<file path="src/rtl/mux_scan.sv">
// mux_scan: N-channel, W-bit registered multiplexer.
// In manual mode it forwards the channel picked by sel, clamped to N-1.
// In scan mode a dwell counter steps through the channels round-robin.
// All outputs are registered, so there is no combinational input-to-output path.
module mux_scan #(
  parameter  int N     = 8,
  parameter  int W     = 1,
  parameter  int DWELL = 4,
  localparam int SW    = (N > 2) ? $clog2(N) : 1,
  localparam int DW    = (DWELL > 2) ? $clog2(DWELL) : 1
) (
  input  logic            clk,
  input  logic            reset,
  input  logic [N*W-1:0]  data,
  input  logic [SW-1:0]   sel,
  input  logic            mode,
  input  logic            en,
  output logic [W-1:0]    y,
  output logic [SW-1:0]   ch,
  output logic            chg,
  output logic            frame
);

  localparam logic [SW-1:0] CH_LAST = SW'(N - 1);
  localparam logic [DW-1:0] DC_LAST = DW'(DWELL - 1);

  typedef enum logic [1:0] {
    MANUAL = 2'd0,
    SCAN   = 2'd1,
    PAUSE  = 2'd2
  } state_t;

  state_t          state_q;
  state_t          state_n;
  logic [DW-1:0]   dc;
  logic [DW-1:0]   dc_n;
  logic [DW-1:0]   dc_cur;
  logic [SW-1:0]   sel_c;
  logic [SW-1:0]   ch_n;
  logic            frame_n;

  // Decode the mode, then compute the next channel, dwell count and wrap strobe.
  always_comb begin
    // NOTE: every output of this block gets a default first, so no path can
    // leave a signal unassigned and infer a latch.
    state_n = MANUAL;
    ch_n    = ch;
    dc_n    = dc;
    frame_n = 1'b0;
    sel_c   = (sel > CH_LAST) ? CH_LAST : sel;
    // A scan entered straight from MANUAL always begins a fresh dwell.
    dc_cur  = (state_q == MANUAL) ? '0 : dc;

    if (mode) begin
      state_n = en ? SCAN : PAUSE;
    end

    case (state_n)
      MANUAL: begin
        ch_n = sel_c;
        dc_n = '0;
      end
      SCAN: begin
        if (dc_cur == DC_LAST) begin
          dc_n = '0;
          if (ch == CH_LAST) begin
            ch_n    = '0;
            frame_n = 1'b1;
          end else begin
            ch_n = ch + 1'b1;
          end
        end else begin
          dc_n = dc_cur + 1'b1;
        end
      end
      PAUSE: begin
        // Channel and dwell count hold; y still tracks the live data below.
        ch_n = ch;
        dc_n = dc;
      end
      default: begin
        ch_n = sel_c;
        dc_n = '0;
      end
    endcase
  end

  // Register state, channel, data and strobes; reset clears them at once.
  always_ff @(posedge clk or posedge reset) begin
    // NOTE: non-blocking assignments here so every register samples the
    // pre-edge values, independent of statement order.
    if (reset) begin
      state_q <= MANUAL;
      ch      <= '0;
      dc      <= '0;
      y       <= '0;
      chg     <= 1'b0;
      frame   <= 1'b0;
    end else begin
      state_q <= state_n;
      ch      <= ch_n;
      dc      <= dc_n;
      y       <= data[int'(ch_n) * W +: W];
      chg     <= (ch_n != ch);
      frame   <= frame_n;
    end
  end

endmodule

</file>
<file path="config.mk">
export PLATFORM = sky130hd
export DESIGN_NAME = mux_scan
export DESIGN_NICKNAME = d
export VERILOG_FILES = /design/src/rtl/mux_scan.sv
export SDC_FILE = /design/constraint.sdc
export NUM_CORES = 1
export LEC_CHECK = 0
export BUFFER_PORTS_ARGS = -buffer_cell sky130_fd_sc_hd__buf_2
export CAP_MARGIN = 20
export CORE_AREA = 2 2 39 41
export DETAILED_ROUTE_END_ITERATION = 7
export DIE_AREA = 0 0 41 43
export HOLD_SLACK_MARGIN = 0.05
export PLACE_DENSITY = 0.69
export SYNTH_ARGS = -nofsm -noshare
export SYNTH_HDL_FRONTEND = slang
export SYNTH_SLANG_ARGS = --single-unit
export TNS_END_PERCENT = 30
</file>
<file path="constraint.sdc">
create_clock -name clk -period 3.2 [get_ports clk]
set_clock_uncertainty 0.2 [all_clocks]
set_input_delay 0.48 -clock clk [delete_from_list [all_inputs] [get_ports clk]]
set_output_delay 0.48 -clock clk [all_outputs]
set_load 0.03 [all_outputs]
</file>
==> results of run 1 <==
## cell usage in the layout (no fill, tap or decap)
cell type / n
xnor2_1: 3
clkbuf_8: 1
mux2_2: 1
ha_1: 3
nand3_1: 1
and2b_2: 1
and3_1: 1
dfrtp_1: 10
buf_2: 20
nand2_2: 1
nor2_1: 4
a21oi_1: 1
mux2i_2: 1
nor2b_1: 1
mux2i_1: 9
o21a_1: 2
inv_1: 2
dlygate4sd3_1: 1
nand2_1: 2
clkbuf_4: 3
o21ai_0: 1
a21oi_4: 2
## worst min path at each step
stage	endpoint	slack (ns)	cells past startpoint
finish	state_q[0]	0.30	3
global route	state_q[0]	0.31	3
CTS	state_q[0]	0.28	3
detailed placement	frame	0.28	2
global placement	chg	0.27	2
floorplan	ch[0]	0.12	1
## tightest hold or removal path, stage by stage
cell	delay [ns]
buf_2	0.13
nand2_1	0.07
inv_1	0.05
## power breakdown
part           internal, W  switching [W]  leakage (nW)
logic            0.0000344      0.0000440         0.243
clock network    0.0000691      0.0000448        0.0210
registers         0.000137     0.00000663         0.121
total             0.000240      0.0000954         0.385
## stage by stage
step	std cells	setup slack [ns]	hold WS [ns]	instance area, um2	power, W
floorplan	47	0.916	0.120	563	0.000203
global placement	82	1.01	0.270	669	0.000224
detailed placement	82	0.977	0.276	669	0.000225
CTS	87	0.959	0.281	716	0.000342
global route	87	0.808	0.306	716	0.000359
finish	87	1.00	0.297	716	0.000336
## state kept, by name (all words and copies together) (netlist names)
signal / flops
ch: 3
chg: 1
dc: 2
frame: 1
state_q: 2
y: 1
## cell type report
class                   instances  area share, %
repair buffers                 21           15.4
clock buffers                   4           5.07
flip-flops and latches         10           35.0
inverters                       2           1.05
well taps                      16           2.80
multi-input cells              34           40.7
## kinds of logic (layout without fill, tap and decap cells)
kind of cell	count (synthesis)	in the layout	synth area share, %
simple gates	11	11	9.78
flops	10	10	44.4
fa+ha+maj	3	3	6.67
buf+inv	3	27	3.78
mux	11	11	20.4
xor+xnor	3	3	4.67
compound gates	6	6	10.2
## routing by layer
layer  track usage [%]  vias up  part of all wire, %  routed length (um)
met5                 0        -                    0                   0
met4              8.00        0                    0                   0
met3              5.76        0                  8.0                  72
met2              21.3       15                   53                 481
met1              13.1      192                   39                 351
li1                  -      212                    -                   -
## what timing repair did
item / 4_1_cts / 5_1_grt
buffers inserted: 0 / 0
setup endpoints to repair: 0 / 0
hold buffers: 1 / 0
hold endpoints to repair: 10 / 0
==> implementation parameters, run 1 <==
Parameter                              Value

Floorplanning
  Site Rows    14
  Die Area    1760 um2
  Die extent in y    between 40 and 50 um
  Starting Density    between 40% and 50%
  Core Footprint    about 1400 um2
  Number of top-level pins    21
  Width of the die    41 um

Synth
  Yosys synthesis warning count    0
  Dominant synthesized flop cell    dfrtp_1
  Leading cell type by number of instances after synthesis    dfrtp_1
  Number of synthesized flops with an enable pin    0
  Post-Syn Area    563 um2
  Fraction of post-synthesis cell area in the top cell type by area    roughly 44%
  FF+latch count, synth    10
  Cell type with the largest total area after synthesis    dfrtp_1
  Post-synthesis instance total    47
  Top post-synthesis cells by area    dfrtp_1 44%, mux2i_1 16%, ha_1 6.7%
  Post-synthesis net count    65
  Part of the Yosys area used for sequential elements    between 40% and 50%
  Fraction of synthesis flops using an asynchronous set or reset pin    100%
  Avg Inst Size Synth    roughly 12 um2
  Top post-synthesis cells by count    10 x dfrtp_1, 9 x mux2i_1, 4 x nor2_1
  Number of different library cells in the post-synthesis netlist    19

Setup path
  Setup crit start kind    flip-flop
  Cells on worst reg2reg path    8
  Required time at the worst-slack endpoint    3.15 ns
  Last element of the critical path    y
  Crit path buffers/inverters    0
  Worst R2R End    y
  Type of the worst setup path    flip-flop to flip-flop
  Largest stage delay, worst path    0.43 ns
  Worst setup startpoint    ch[0]
  Signal arrival time at the worst endpoint    2.15 ns
  R2r setup slk    roughly 1 ns
  Kind of cell with the highest combined delay on the critical path    multiplexers
  Highest net fanout along the worst path    6
  Critical path cell sequence    ha_1 > ha_1 > nor2_1 > mux2i_2 > a21oi_4 > mux2i_1 > mux2i_1 > mux2_2
  RR Startpoint    ch[0]
  Worst path depth    8
  Slowest stage cell, crit path    dfrtp_1
  Critical Path Sink Type    flip-flop

Global route
  Global routing usage summed across all routing layers    13.2%
  Wire length of the first global-routing pass    1500 um
  Maximum number of pins on one net before global-route repair    11
  Vias in the first global route    392
  Antenna violations before repair    0
  Grt total ovfl    0

Outcome
  Run status    complete, no violations

Timing
  Pin slew with the least headroom to its limit    approximately 0.37 ns
  Aggregate negative setup slack    0 ns
  Max Clock Freq    455 MHz
  Slew headroom    roughly three quarters
  Setup repair after global routing missed its margin    false
  Number of pins with negative max-slew slack in the final report    0
  Final period demand of the worst path    2.20 ns
  Total count of hold-check failures in the final report    0
  Total setup violations reported at the end of the flow    0
  Share of the cycle needed by the critical path after routing    between 60% and 70%

CTS
  H-Tree Depth    1
  Clock root cell    clkbuf_4
  Clock insertion delay at the later pin of the skew report    0.26 ns
  Clock sinks    10
  TritonCTS Buffers    3
  Worst-case clock buffer depth    2
  CTS tree    built
  Clock slew seen by the registers of the worst setup and hold paths    0.07 ns
  Post-cts sizing count    0

Drt
  Remaining routing DRC violations    0
  Drt first pass iters    4
  DR vias/cell    4.82
  Remaining antenna violation count after routing    0
  Routed via count    419
  Count of routing violations after the opening detailed-route iteration    5
  Total wire length after detailed routing    904 um
  WL per Instance    10.4 um

Power and ir drop
  Leakage power    between 0.3 and 0.4 nW
  Total power density per cell area    469 nW/um2
  IR Drop Worst-Case VDD    between 0.2 and 0.25 mV

Final layout
  Multi-input combinational cell area    roughly 300 um2
  Area growth, synth to finish    27.1%
  Proportion of layout cells with a drive suffix above 1    42.3%
  Diode count    0
  Sequential cell area    250 um2
  Number of nets in the layout    90
  Total of fill cells in the finished design    131
  Share of the core filled with cells in the final layout    51.7%

Placement
  Detailed Place HPWL    748 um
  Port Buf Inserts    20
  Routability Congestion    0.690

Min path
  Worst min-delay path startpoint    en
  Hold/Removal Path Class    input port to flip-flop

Job
  Maximum Capacitance Violations    0
(Power assumes the default switching activity.)
==> run 2: changes to the inputs <==
Settings changed: ABC_AREA set to 1, CORE_AREA 2 2 39 41 to 2 2 40 42, DIE_AREA 0 0 41 43 to 0 0 42 44, PLACE_DENSITY 0.69 to 0.71.
Clock period 3.2 ns to 2.1 ns, I/O delays scaled along.
==> run 2 against run 1 <==
Combinational power up 76%. Register-to-register slack worse by 0.77 ns. Hold slack got worse by 0.14 ns. First-iteration DRC count fell by 40%. Cell count rose by 45%. Cell area rose by 11%. Clock power is 54% higher. Synthesized cell count grew 81%. Count of clock-buffer cells in the layout unchanged. Maximum frequency grew 18%. Non-clock buffer count stayed put. Via count up 40%.
==> implementation parameters, run 2 <==
Parameter                              Value

Outcome
  Run status    complete, no violations

Timing
  Aggregate negative setup slack    0 ns (unchanged)
  Total setup violations reported at the end of the flow    0 (unchanged)
  Number of pins with negative max-slew slack in the final report    0 (unchanged)
  Total count of hold-check failures in the final report    0 (unchanged)
  Max Clock Freq    535 MHz (+18%)
  Setup repair after global routing missed its margin    false
  Pin slew with the least headroom to its limit    0.371 ns (-0.00238 ns)
  Share of the cycle needed by the critical path after routing    89.0% (+20 points)
  Worst hold slack after final layout    0.155 ns (-0.142 ns)
  Slew headroom    75.2% (+0.16 points)
  Final period demand of the worst path    1.87 ns (-0.327 ns)

Synth
  Post-synthesis net count    103 (+58%)
  Post-Syn Area    629 um2 (+12%)
  Dominant synthesized flop cell    dfrtp_1
  Part of the Yosys area used for sequential elements    39.8% (-4.7 points)
  Avg Inst Size Synth    7.40 um2 (-38%)
  Top post-synthesis cells by count    23 x inv_1, 19 x nand2_1, 10 x dfrtp_1
  FF+latch count, synth    10 (unchanged)
  Leading cell type by number of instances after synthesis    inv_1
  Fraction of synthesis flops using an asynchronous set or reset pin    100% (unchanged)
  Fraction of post-synthesis cell area in the top cell type by area    39.8% (-4.7 points)
  Top post-synthesis cells by area    dfrtp_1 40%, inv_1 14%, nand2_1 11%
  Cell type with the largest total area after synthesis    dfrtp_1
  Post-synthesis instance total    85 (+81%)
  Number of synthesized flops with an enable pin    0 (unchanged)
  Yosys synthesis warning count    0 (unchanged)
  Number of different library cells in the post-synthesis netlist    18 (-1)

Power and ir drop
  Leakage power    0.473 nW (+23%)
  IR Drop Worst-Case VDD    0.371 mV (+71%)
  Total power density per cell area    672 nW/um2 (+43%)

Global route
  Met3 GRT Util    3.75% (-2.0 points)
  Met1 routing resource usage after global routing    17.8% (+4.7 points)
  Vias in the first global route    532 (+36%)
  Grt total ovfl    0 (unchanged)
  Antenna violations before repair    0 (unchanged)
  Met2 demand-to-capacity share in global routing    27.2% (+5.9 points)
  Most heavily used metal layer in global routing    met2
  Wire length of the first global-routing pass    2120 um (+41%)
  Global routing usage summed across all routing layers    15.5% (+2.3 points)
  Maximum number of pins on one net before global-route repair    11 (unchanged)

Drt
  DR vias/cell    4.65 (-3.4%)
  WL per Instance    10.1 um (-2.5%)
  Drt first pass iters    2 (-2)
  Total wire length after detailed routing    1280 um (+41%)
  Routed via count    586 (+40%)
  Remaining antenna violation count after routing    0 (unchanged)
  Count of routing violations after the opening detailed-route iteration    3 (-2)
  Remaining routing DRC violations    0 (unchanged)

Floorplanning
  Site Rows    14 (unchanged)
  Die Area    1850 um2 (+4.8%)
  Number of top-level pins    21 (unchanged)
  Core Footprint    1420 um2 (+2.5%)
  Starting Density    44.4% (+3.7 points)
  Width of the die    42 um (+2.4%)
  Die extent in y    44 um (+2.3%)

Final layout
  Proportion of layout cells with a drive suffix above 1    30.0% (-12 points)
  Total of fill cells in the finished design    138 (+5.3%)
  Regs by FF count    ch: 3 flops, dc: 2 flops, state_q: 2 flops
  Diode count    0 (unchanged)
  Number of nets in the layout    129 (+43%)
  Area growth, synth to finish    26.4%
  Largest register by flop count    ch
  Number of flip-flops under the largest register name    3 (unchanged)
  Most frequent cells in the layout    23 x inv_1, 20 x buf_2, 19 x nand2_1
  Most frequent standard cell in the layout excluding fill and tap cells    inv_1

CTS
  Number of buffers added for setup after CTS    0 (unchanged)
  Post-cts sizing count    0 (unchanged)
  Clock slew seen by the registers of the worst setup and hold paths    0.07 ns (about the same)
  Clock root cell    clkbuf_4
  TritonCTS Buffers    3 (unchanged)
  Clock sinks    10 (unchanged)
  H-Tree Depth    1 (unchanged)
  Worst-case clock buffer depth    2 (unchanged)
  CTS Hold Buffers Added    1 (unchanged)
  Clock insertion delay at the later pin of the skew report    0.27 ns (about the same)
  CTS tree    built

Placement
  Routability Congestion    0.787 (+14%)
  Port Buf Inserts    20 (unchanged)
  Detailed Place HPWL    1050 um (+40%)

Min path
  Hold/Removal Path Class    input port to flip-flop

Setup path
  Highest net fanout along the worst path    4 (-2)
  Signal arrival time at the worst endpoint    1.82 ns (-0.33 ns)
  Setup crit start kind    flip-flop
  Required time at the worst-slack endpoint    2.05 ns (-1.10 ns)
  Type of the worst setup path    flip-flop to flip-flop
  R2r setup slk    0.23 ns (-0.77 ns)
  Critical Path Sink Type    flip-flop

Job
  Maximum Capacitance Violations    0 (unchanged)
-- run 2: cell count changes after synthesis, sizes merged, moves of 4 or more --
cell / delta
inv: +22
mux2i: -10
nand2: +18
nand3: +8
nand4: +4
-- run 2: logic make-up (layout without fill, tap and decap cells) --
kind of cell             Yosys count  count (layout)  synth area share (%)
AO/OA/AOI/OAI                      6               6                  5.76
XOR/XNOR                           3               3                  4.18
adder cells (fa/ha/maj)            3               3                  5.96
buffers and inverters             24              49                  14.3
flip-flops                        10              10                  39.8
AND/OR/NAND/NOR                   39              39                  30.0
-- run 2: power breakdown --
group / internal, W / total, W / switching [W] / leakage [nW]
Sequential: 0.000209 / 0.000221 / 0.0000116 / 0.121
Combinational: 0.0000513 / 0.000138 / 0.0000867 / 0.331
Clock: 0.000105 / 0.000176 / 0.0000705 / 0.0210
Total: 0.000366 / 0.000535 / 0.000169 / 0.473
-- run 2: critical path, cell delays in order, from the launching register on --
cell,delay [ns]
dfrtp_1,0.36
inv_1,0.07
a21oi_1,0.08
ha_1,0.24
inv_1,0.14
nand2_1,0.07
nand3_1,0.11
inv_1,0.06
nor2_2,0.18
xnor2_1,0.14
nand3_1,0.09
-- run 2: worst paths after layout --
| check | startpoint | to | cells past startpoint |
|---|---|---|---|
| max | state_q[1] | chg | 10 |
| min | en | state_q[0] | 3 |
| max reg2reg | state_q[1] | chg | 10 |
| min reg2reg | dc[0] | dc[0] | 2 |
| max in group asynchronous | reset | ch[0] | 3 |
| min in group asynchronous | reset | chg | 3 |
-- run 2: stage by stage --
step / cells / setup slack, ns / total power, W / area, um2 / utilization [%]
6_report: 126 / 0.231 / 0.000535 / 796 / 56.1
5_1_grt: 126 / 0.0991 / 0.000565 / 796 / 56.1
4_1_cts: 126 / 0.238 / 0.000540 / 796 / 56.1
3_5_place_dp: 121 / 0.259 / 0.000362 / 749 / 52.8
3_3_place_gp: 121 / 0.303 / 0.000359 / 749 / 52.8
2_1_floorplan: 85 / 0.305 / 0.000319 / 629 / -
-- run 2: per-layer routing --
metal  vias up  wire [um]  part of all wire (%)
li1        311          -                     -
met1       254        560                    44
met2        17        648                    51
met3         4         52                   4.1
met4         0         16                   1.3
met5         -          0                     0
-- run 2: area by class of cell --
class / instances / area, um2 / area share [%]
inverters: 24 / 90.1 / 11.3
flip-flops and latches: 10 / 250 / 31.4
repair buffers: 21 / 110 / 13.8
clock buffers: 4 / 36.3 / 4.56
well taps: 16 / 20.0 / 2.52
multi-input cells: 51 / 289 / 36.3
